==> src/rtl/aes_sched_pkg.sv <==
// Shared types and constants for the 512-bit AES block scheduler.
package aes_sched_pkg;

  localparam int unsigned LANES  = 4;
  localparam int unsigned BLK_W  = 128;
  localparam int unsigned WIDE_W = 512;

  typedef logic [1:0] lane_idx_t;

  typedef enum logic [1:0] {
    StIdle,
    StIssue,
    StWait,
    StOut
  } sched_state_e;

endpackage

==> src/rtl/aes_lane_select.sv <==
// Combinational lane extraction: byte de-interleave of the wide data word and
// the matching 128-bit key slice for the selected lane.
module aes_lane_select
  import aes_sched_pkg::*;
(
  input  logic [0:WIDE_W-1] wide_data,
  input  logic [0:WIDE_W-1] wide_key,
  input  lane_idx_t         lane,
  output logic [0:BLK_W-1]  lane_data,
  output logic [0:BLK_W-1]  lane_key
);

  always_comb begin
    lane_data = '0;
    // Lane byte i is wide byte 4i+lane.
    for (int unsigned i = 0; i < BLK_W / 8; i++) begin
      lane_data[8*i +: 8] = wide_data[32*i + 8*32'(lane) +: 8];
    end
    lane_key = wide_key[32'(lane)*BLK_W +: BLK_W];
  end

endmodule

==> src/rtl/aes_block_scheduler.sv <==
// Time-multiplexes one external AES-128 core over four byte-interleaved lanes.
// Optional WAIT watchdog with error reporting: define AES_SCHED_TIMEOUT_EN.
module aes_block_scheduler
  import aes_sched_pkg::*;
#(
  parameter int unsigned TIMEOUT_CYCLES = 64
) (
  input  logic              clk,
  input  logic              rst_n,
  input  logic              in_valid,
  output logic              in_ready,
  input  logic [0:WIDE_W-1] in_data,
  input  logic [0:WIDE_W-1] in_key,
  output logic              out_valid,
  input  logic              out_ready,
  output logic [0:WIDE_W-1] out_data,
  output logic              core_start,
  output logic [0:BLK_W-1]  core_data,
  output logic [0:BLK_W-1]  core_key,
  input  logic              core_done,
  input  logic [0:BLK_W-1]  core_result,
  output logic              busy,
  output logic              err
);

  if (TIMEOUT_CYCLES < 2 || TIMEOUT_CYCLES > 255) begin : g_bad_timeout
    $error("TIMEOUT_CYCLES must be in 2..255");
  end

  sched_state_e      state_q, state_d;
  lane_idx_t         lane_q, lane_d;
  logic [0:WIDE_W-1] data_q, key_q, res_q;
  logic              accept, slot_we, timeout;

  // in_ready is gated by rst_n so it reads low while reset is asserted.
  assign in_ready = rst_n & (state_q == StIdle);
  assign accept   = in_valid & in_ready;
  assign busy     = (state_q != StIdle);
  assign out_data = res_q;

  aes_lane_select u_lane_select (
    .wide_data (data_q),
    .wide_key  (key_q),
    .lane      (lane_q),
    .lane_data (core_data),
    .lane_key  (core_key)
  );

`ifdef AES_SCHED_TIMEOUT_EN
  logic [7:0] wdog_q;
  logic       err_q;

  assign timeout = (state_q == StWait) && (wdog_q == 8'(TIMEOUT_CYCLES - 1));
  assign err     = err_q;

  always_ff @(posedge clk or negedge rst_n) begin
    if (!rst_n) begin
      wdog_q <= '0;
      err_q  <= 1'b0;
    end else begin
      wdog_q <= (state_q == StWait) ? wdog_q + 8'd1 : 8'd0;
      if (accept) begin
        err_q <= 1'b0;
      end else if (timeout && !core_done) begin
        err_q <= 1'b1;
      end
    end
  end
`else
  assign timeout = 1'b0;
  assign err     = 1'b0;
`endif

  always_comb begin
    state_d    = state_q;
    lane_d     = lane_q;
    core_start = 1'b0;
    out_valid  = 1'b0;
    slot_we    = 1'b0;
    unique case (state_q)
      StIdle: begin
        if (accept) begin
          lane_d  = '0;
          state_d = StIssue;
        end
      end
      StIssue: begin
        core_start = 1'b1;
        state_d    = StWait;
      end
      StWait: begin
        if (core_done) begin
          slot_we = 1'b1;
          if (lane_q == lane_idx_t'(LANES - 1)) begin
            state_d = StOut;
          end else begin
            lane_d  = lane_q + 2'd1;
            state_d = StIssue;
          end
        end else if (timeout) begin
          state_d = StOut;
        end
      end
      StOut: begin
        out_valid = 1'b1;
        if (out_ready) state_d = StIdle;
      end
    endcase
  end

  always_ff @(posedge clk or negedge rst_n) begin
    if (!rst_n) begin
      state_q <= StIdle;
      lane_q  <= '0;
      data_q  <= '0;
      key_q   <= '0;
      res_q   <= '0;
    end else begin
      state_q <= state_d;
      lane_q  <= lane_d;
      if (accept) begin
        data_q <= in_data;
        key_q  <= in_key;
        res_q  <= '0;
      end else if (slot_we) begin
        res_q[32'(lane_q)*BLK_W +: BLK_W] <= core_result;
      end
    end
  end

endmodule

==> config.mk <==
export PLATFORM = sky130hd
export DESIGN_NAME = aes_block_scheduler
export DESIGN_NICKNAME = d
export VERILOG_FILES = /design/src/rtl/aes_sched_pkg.sv /design/src/rtl/aes_lane_select.sv /design/src/rtl/aes_block_scheduler.sv
export SDC_FILE = /design/constraint.sdc
export NUM_CORES = 2
export LEC_CHECK = 0
export CORE_AREA = 3 3 747 749
export CTS_CLUSTER_DIAMETER = 30
export DETAILED_ROUTE_END_ITERATION = 16
export DIE_AREA = 0 0 750 752
export GPL_TIMING_DRIVEN = 0
export HOLD_SLACK_MARGIN = 0.12
export PLACE_DENSITY = 0.37
export SYNTH_ARGS = -nofsm -noshare
export SYNTH_HDL_FRONTEND = slang
export SYNTH_SLANG_ARGS = --single-unit
==> constraint.sdc <==
create_clock -name clk -period 2.66 [get_ports clk]
set_input_delay 0.532 -clock clk [delete_from_list [all_inputs] [get_ports clk]]
set_output_delay 0.532 -clock clk [all_outputs]
set_load 0.05 [all_outputs]
# Yosys cells after proc, flatten, opt, wreduce, memory -nomap -nowiden
# Cells that the tools add are included.
# op_classes
add_sub_neg,17
eq_ne,8
shifts,19
mux,16
bitwise_logic,19
reduce_logical,6
# op_table
operator,count
512-bit by 33-bit variable part select with 513-bit output,17
512-bit 2-to-1 mux,2
513-bit by 34-bit variable shift with 512-bit output (first input constant),1
513-bit by 34-bit variable part select with 512-bit output,1
512-bit bitwise mux,1
32-bit inverter with 33-bit output,15
9-bit by 5-bit adder with 10-bit output (first input constant),8
8-bit by 5-bit adder with 9-bit output (first input constant),4
33-bit negation with 34-bit output,1
5-bit inverter with 33-bit output,1
9-bit inverter with 33-bit output,1
7-bit by 5-bit adder with 8-bit output (first input constant),2
2-bit 2-to-1 mux,7
2-bit inequality test (second input constant),4
2-bit case mux with 4 select lines,1
6-bit by 5-bit adder with 7-bit output (first input constant),1
2-bit == test (second input constant),3
2-bit nonzero test,3
1-bit 2-to-1 mux,4
2-bit case mux with 2 select lines,1
4-bit AND reduction,1
3-bit AND reduction,1
2-bit by 1-bit adder with 2-bit output (second input constant),1
1-bit AND,2
other kinds (2),2
# word_totals
ff_bits,1540
in_bits,1157
output_inout_bits,773
word_cells,90

# Longest topological paths before layout
# depth
word_depth,6
depth_mapped,10
mapped_depth_nobuf,5

# Hierarchy
# A second synthesis with hierarchy kept.
# unflattened
hier_cells,6956
hier_area_um2,66354.9
# by_module_without_submodules
mod,instances,cells_each,area_each_um2,seq_area_each_um2
aes_block_scheduler,1,6643,59918.7,38537.0
aes_lane_select,1,313,6436.2,0.0

# Worst setup path before layout
# Ideal clock, no wire load.
# synth_timing
kind,register to output
startpoint,reg lane_q[0]
endpoint,out core_data[17] in the netlist's numbering
arrival_ps,1726
required_time_ps,2128
slack_ps,402
path_stages_with_launch,5
path_buffers,3
path_cell_list,dfrtp_1 -> buf_2 -> buf_4 -> buf_2 -> mux4_2
# synth_via
elab_chain_len,3
# synth_rtl
item,line,source
"start, declared",aes_block_scheduler.sv:31,"lane_idx_t lane_q, lane_d;"
"start signal, assigned",aes_block_scheduler.sv:120,lane_q <= lane_d;
7-bit by 5-bit adder with 8-bit output,aes_lane_select.sv:17,lane_data[8*i +: 8] = wide_data[32*i + 8*32'(lane) +: 8];
32-bit inverter with 33-bit output (not written as such),aes_lane_select.sv:17,
512-bit by 33-bit variable part select with 513-bit output,aes_lane_select.sv:17,
"end, declared",aes_block_scheduler.sv:18,"output logic [0:BLK_W-1] core_data,"
# No other way between the ends.

# Worst setup path after layout
# layout_timing
startpoint,reg lane_q[0]
endpoint,out core_data[10] in the netlist's numbering
# layout_via
elab_chain_len,3
# layout_rtl
item,line
6-bit by 5-bit adder with 7-bit output,aes_lane_select.sv:17
32-bit inverter with 33-bit output (not written as such),aes_lane_select.sv:17
512-bit by 33-bit variable part select with 513-bit output,aes_lane_select.sv:17
# No other way between the ends.

==> impl_metrics.env <==
export IMPL_synthesis_instances=6390
export IMPL_overflow=0
export IMPL_vias=65000
export IMPL_wl_per_cell_um=30.6
export IMPL_yosysMostFrequentCell="nand2_1"
export IMPL_path_clk_slew_ps=40
export IMPL_synth_flop_cell="dfrtp_1"
export IMPL_final_max_slew_viol_count=0
export IMPL_ctsHtreeMaxLevel=5
export IMPL_crit_top_cell="buf_16"
export IMPL_status="finished, violations left"
export IMPL_ioPinCount=1930
export IMPL_synth_edff_count=0
export IMPL_vdd_drop_max_v=0.000767
export IMPL_die_area_sq_um=564000
export IMPL_violations="negative setup slack"
export IMPL_grt_antenna_before_repair=217
export IMPL_ys_top_cells_by_area="dfrtp_1 (60%), nand2_1 (20%), mux4_2 (9.0%), a22o_1 (3.5%), buf_2 (2.4%)"
export IMPL_synth_seq_cells=1540
export IMPL_power_mw=184
export IMPL_initial_core_util=0.116
export IMPL_max_stage_delay_ps=690
export IMPL_critPathCaptureType="output port"
export IMPL_cts_buffer_depth=4
export IMPL_die_h_um=752
export IMPL_critical_path_required_ps=2130
export IMPL_grt_max_degree=154
export IMPL_p_sw_mw=77.7
export IMPL_synth_area_sq_um=64000
export IMPL_wl_um=545000
export IMPL_clkPwrFrac=0.329
export IMPL_root_buffer="clkbuf_16"
export IMPL_finalCriticalPeriod_ps=3570
export IMPL_first_iter_violations=4497
export IMPL_cp_start_kind="flop"
export IMPL_gp_congestion=0.858
export IMPL_internal_power_mw=106
export IMPL_first_global_vias=68300
export IMPL_fin_crit_sh=1.34
export IMPL_path_cells="buf_12 > buf_16 > buf_16 > buf_16 > mux4_2 > buf_12"
export IMPL_stdcell_count=17800
export IMPL_placed_cells=15700
export IMPL_die_x_um=750
export IMPL_synth_top_area_frac=0.602
export IMPL_drc=0
export IMPL_clock_latency_ps=970
export IMPL_async_reset_ff_frac=1.00
export IMPL_leakagePower_nw=65.8
export IMPL_crit_slowest_cell="mux4_2"
export IMPL_port_buffers=1927
export IMPL_setup_viol=2153
export IMPL_cts_tree="done"
export IMPL_skew_ps=88.6
export IMPL_dpl_hpwl_um=428000
export IMPL_worstPathMaxFanout=7
export IMPL_fill_cells=59700
export IMPL_setup_slack_ps=-911
export IMPL_yosysSeqAreaShare=0.602
export IMPL_p_sw_frac=0.423
export IMPL_final_nets=11200
export IMPL_pwr_share_comb=0.456
export IMPL_max_cap_violations=0
export IMPL_floorplan_rows=273
export IMPL_yosysWarnings=0
export IMPL_dr_pass1_iters=6
export IMPL_crit_family="buffers and inverters"
export IMPL_grtUsageTotal=0.186
export IMPL_yosysTopAreaCell="dfrtp_1"
export IMPL_tightest_slew_ps=1230
export IMPL_drtAntennaViolNets=0
export IMPL_crit_arrival_ps=3040
export IMPL_max_freq_mhz=280
export IMPL_syn_num_nets=7551
export IMPL_core_area_sq_um=552000
export IMPL_pwr_share_seq=0.214
export IMPL_syn2layout_area_growth_pct=99.7
export IMPL_synthTopCellsByCount="nand2_1 (3331), dfrtp_1 (1540), buf_2 (306), a21oi_1 (259)"
export IMPL_hold_viol=0
export IMPL_ys_types=30
export IMPL_crit_type="reg2out"
export IMPL_preCtsSetupSlack_ps=-3100
export IMPL_drive_gt1_frac=0.195
export IMPL_grt_pass1_wl_um=693000
export IMPL_power_density_nw_per_um2=1440
export IMPL_relSlewSlack=0.181
export IMPL_clock_sinks=1540
export IMPL_min_path_type="in2reg"
export IMPL_routed_via_density=3.65
export IMPL_rsz0062_at_grt="true"
export IMPL_synth_area_per_cell_sq_um=10.0
export IMPL_crit_buf_inv=5
export IMPL_numCtsBuffers=481
[per-layer routing]
metal  vias up  track usage  wire [um]
met1     32600        0.222     218000
met3       871       0.0418      35100
li1      28600            -          -
met2      2795        0.327     268000
met4        84       0.0653      24400
met5         -            0        504
[cells by family after synthesis]
family,count (synthesis),synth area share
AO/OA/AOI/OAI,519,0.0557
flip-flops,1540,0.602
adder cells (fa/ha/maj),4,0.000782
other,1,0.0000586
buffers and inverters,463,0.0333
AND/OR/NAND/NOR,3607,0.218
multiplexers,256,0.0901
[area by class of cell]
type                            count  area [sq um]  area share
Sequential cell                  1540         38500       0.302
Timing Repair Buffer             3146         35600       0.279
Multi-Input combinational cell   4387         23300       0.183
Clock buffer                      673         13900       0.109
Tap cell                         7287          9120      0.0713
Buffer                            455          3630      0.0284
Clock inverter                    229          3450      0.0270
Antenna cell                       91           228     0.00178
Inverter                            4          15.0    0.000117
[placed cells by master (no fill, tap or decap), types with 24 or more instances in the layout]
master / Yosys / layout
a21oi_1: 259 / 258
a22o_1: 256 / 256
buf_12: 0 / 139
buf_16: 0 / 92
buf_2: 306 / 195
buf_4: 2 / 72
buf_6: 0 / 249
buf_8: 0 / 77
bufinv_16: 0 / 65
clkbuf_1: 126 / 140
clkbuf_16: 0 / 496
clkbuf_2: 1 / 64
clkbuf_4: 0 / 40
clkbuf_8: 0 / 110
clkdlybuf4s50_1: 0 / 1154
clkinv_16: 0 / 24
clkinv_2: 0 / 119
dfrtp_1: 1540 / 1537
diode_2: 0 / 91
dlygate4sd3_1: 0 / 941
dlymetal6s2s_1: 0 / 496
mux4_2: 256 / 256
nand2_1: 3331 / 3329
nand3_1: 256 / 256
[worst paths after layout]
path,startpoint,to,slack (ps),cells past startpoint
worst max-delay path,lane_q[0]$_DFFE_PN0P_,core_data[10],-910,6
worst min-delay path,in_key[22],key_q[22]$_DFFE_PN0N_,210,3
worst max register to register,state_q[1]$_DFFE_PN0P_,key_q[262]$_DFFE_PN0N_,10,8
worst min register to register,data_q[502]$_DFFE_PN0N_,data_q[502]$_DFFE_PN0N_,460,2
max in group asynchronous,rst_n,key_q[35]$_DFFE_PN0N_,-410,6
min in group asynchronous,rst_n,out_data[484]$_DFFE_PN0P_,280,2
[tightest hold or removal path, cell delays in order]
cell and delay [ps]:
clkdlybuf4s50_1 470, nand2_1 80, nand2_1 50
[state kept, by name, indices dropped and copies added (netlist names)]
name	cells
out_data	512
state_q	2
lane_q	2
key_q	512
data_q	512
[stage by stage]
step,area [sq um],util,hold WS (ps),setup TNS (ps)
floorplan,64000,-,236,0
global placement,92400,0.167,453,-
detailed placement,93900,0.170,456,-4244900
CTS,124000,0.225,-579,-558500
global route,128000,0.231,150,-1219060
finish,128000,0.232,211,-918390
[repair_timing]
action                                  in CTS  in global routing
cloned                                      12                  5
endpoints found under the setup margin    2551               2176
endpoints found under the hold margin     1141                347
hold buffers                               943                  1
setup buffers                              123                 96
gates resized for setup                   1853               1259
[power by group through the flow]
stage                     sequential (mW)  combinational, mW  clock, mW
after detailed placement             39.6               73.7          0
final                                39.4               83.8       60.4
after global placement               38.9               64.6          0
after CTS                            39.5               82.3       61.5
after floorplan                      42.4               32.5          0
after global routing                 40.4               88.0       62.9
No activity file was read; power rests on OpenSTA's default activity.
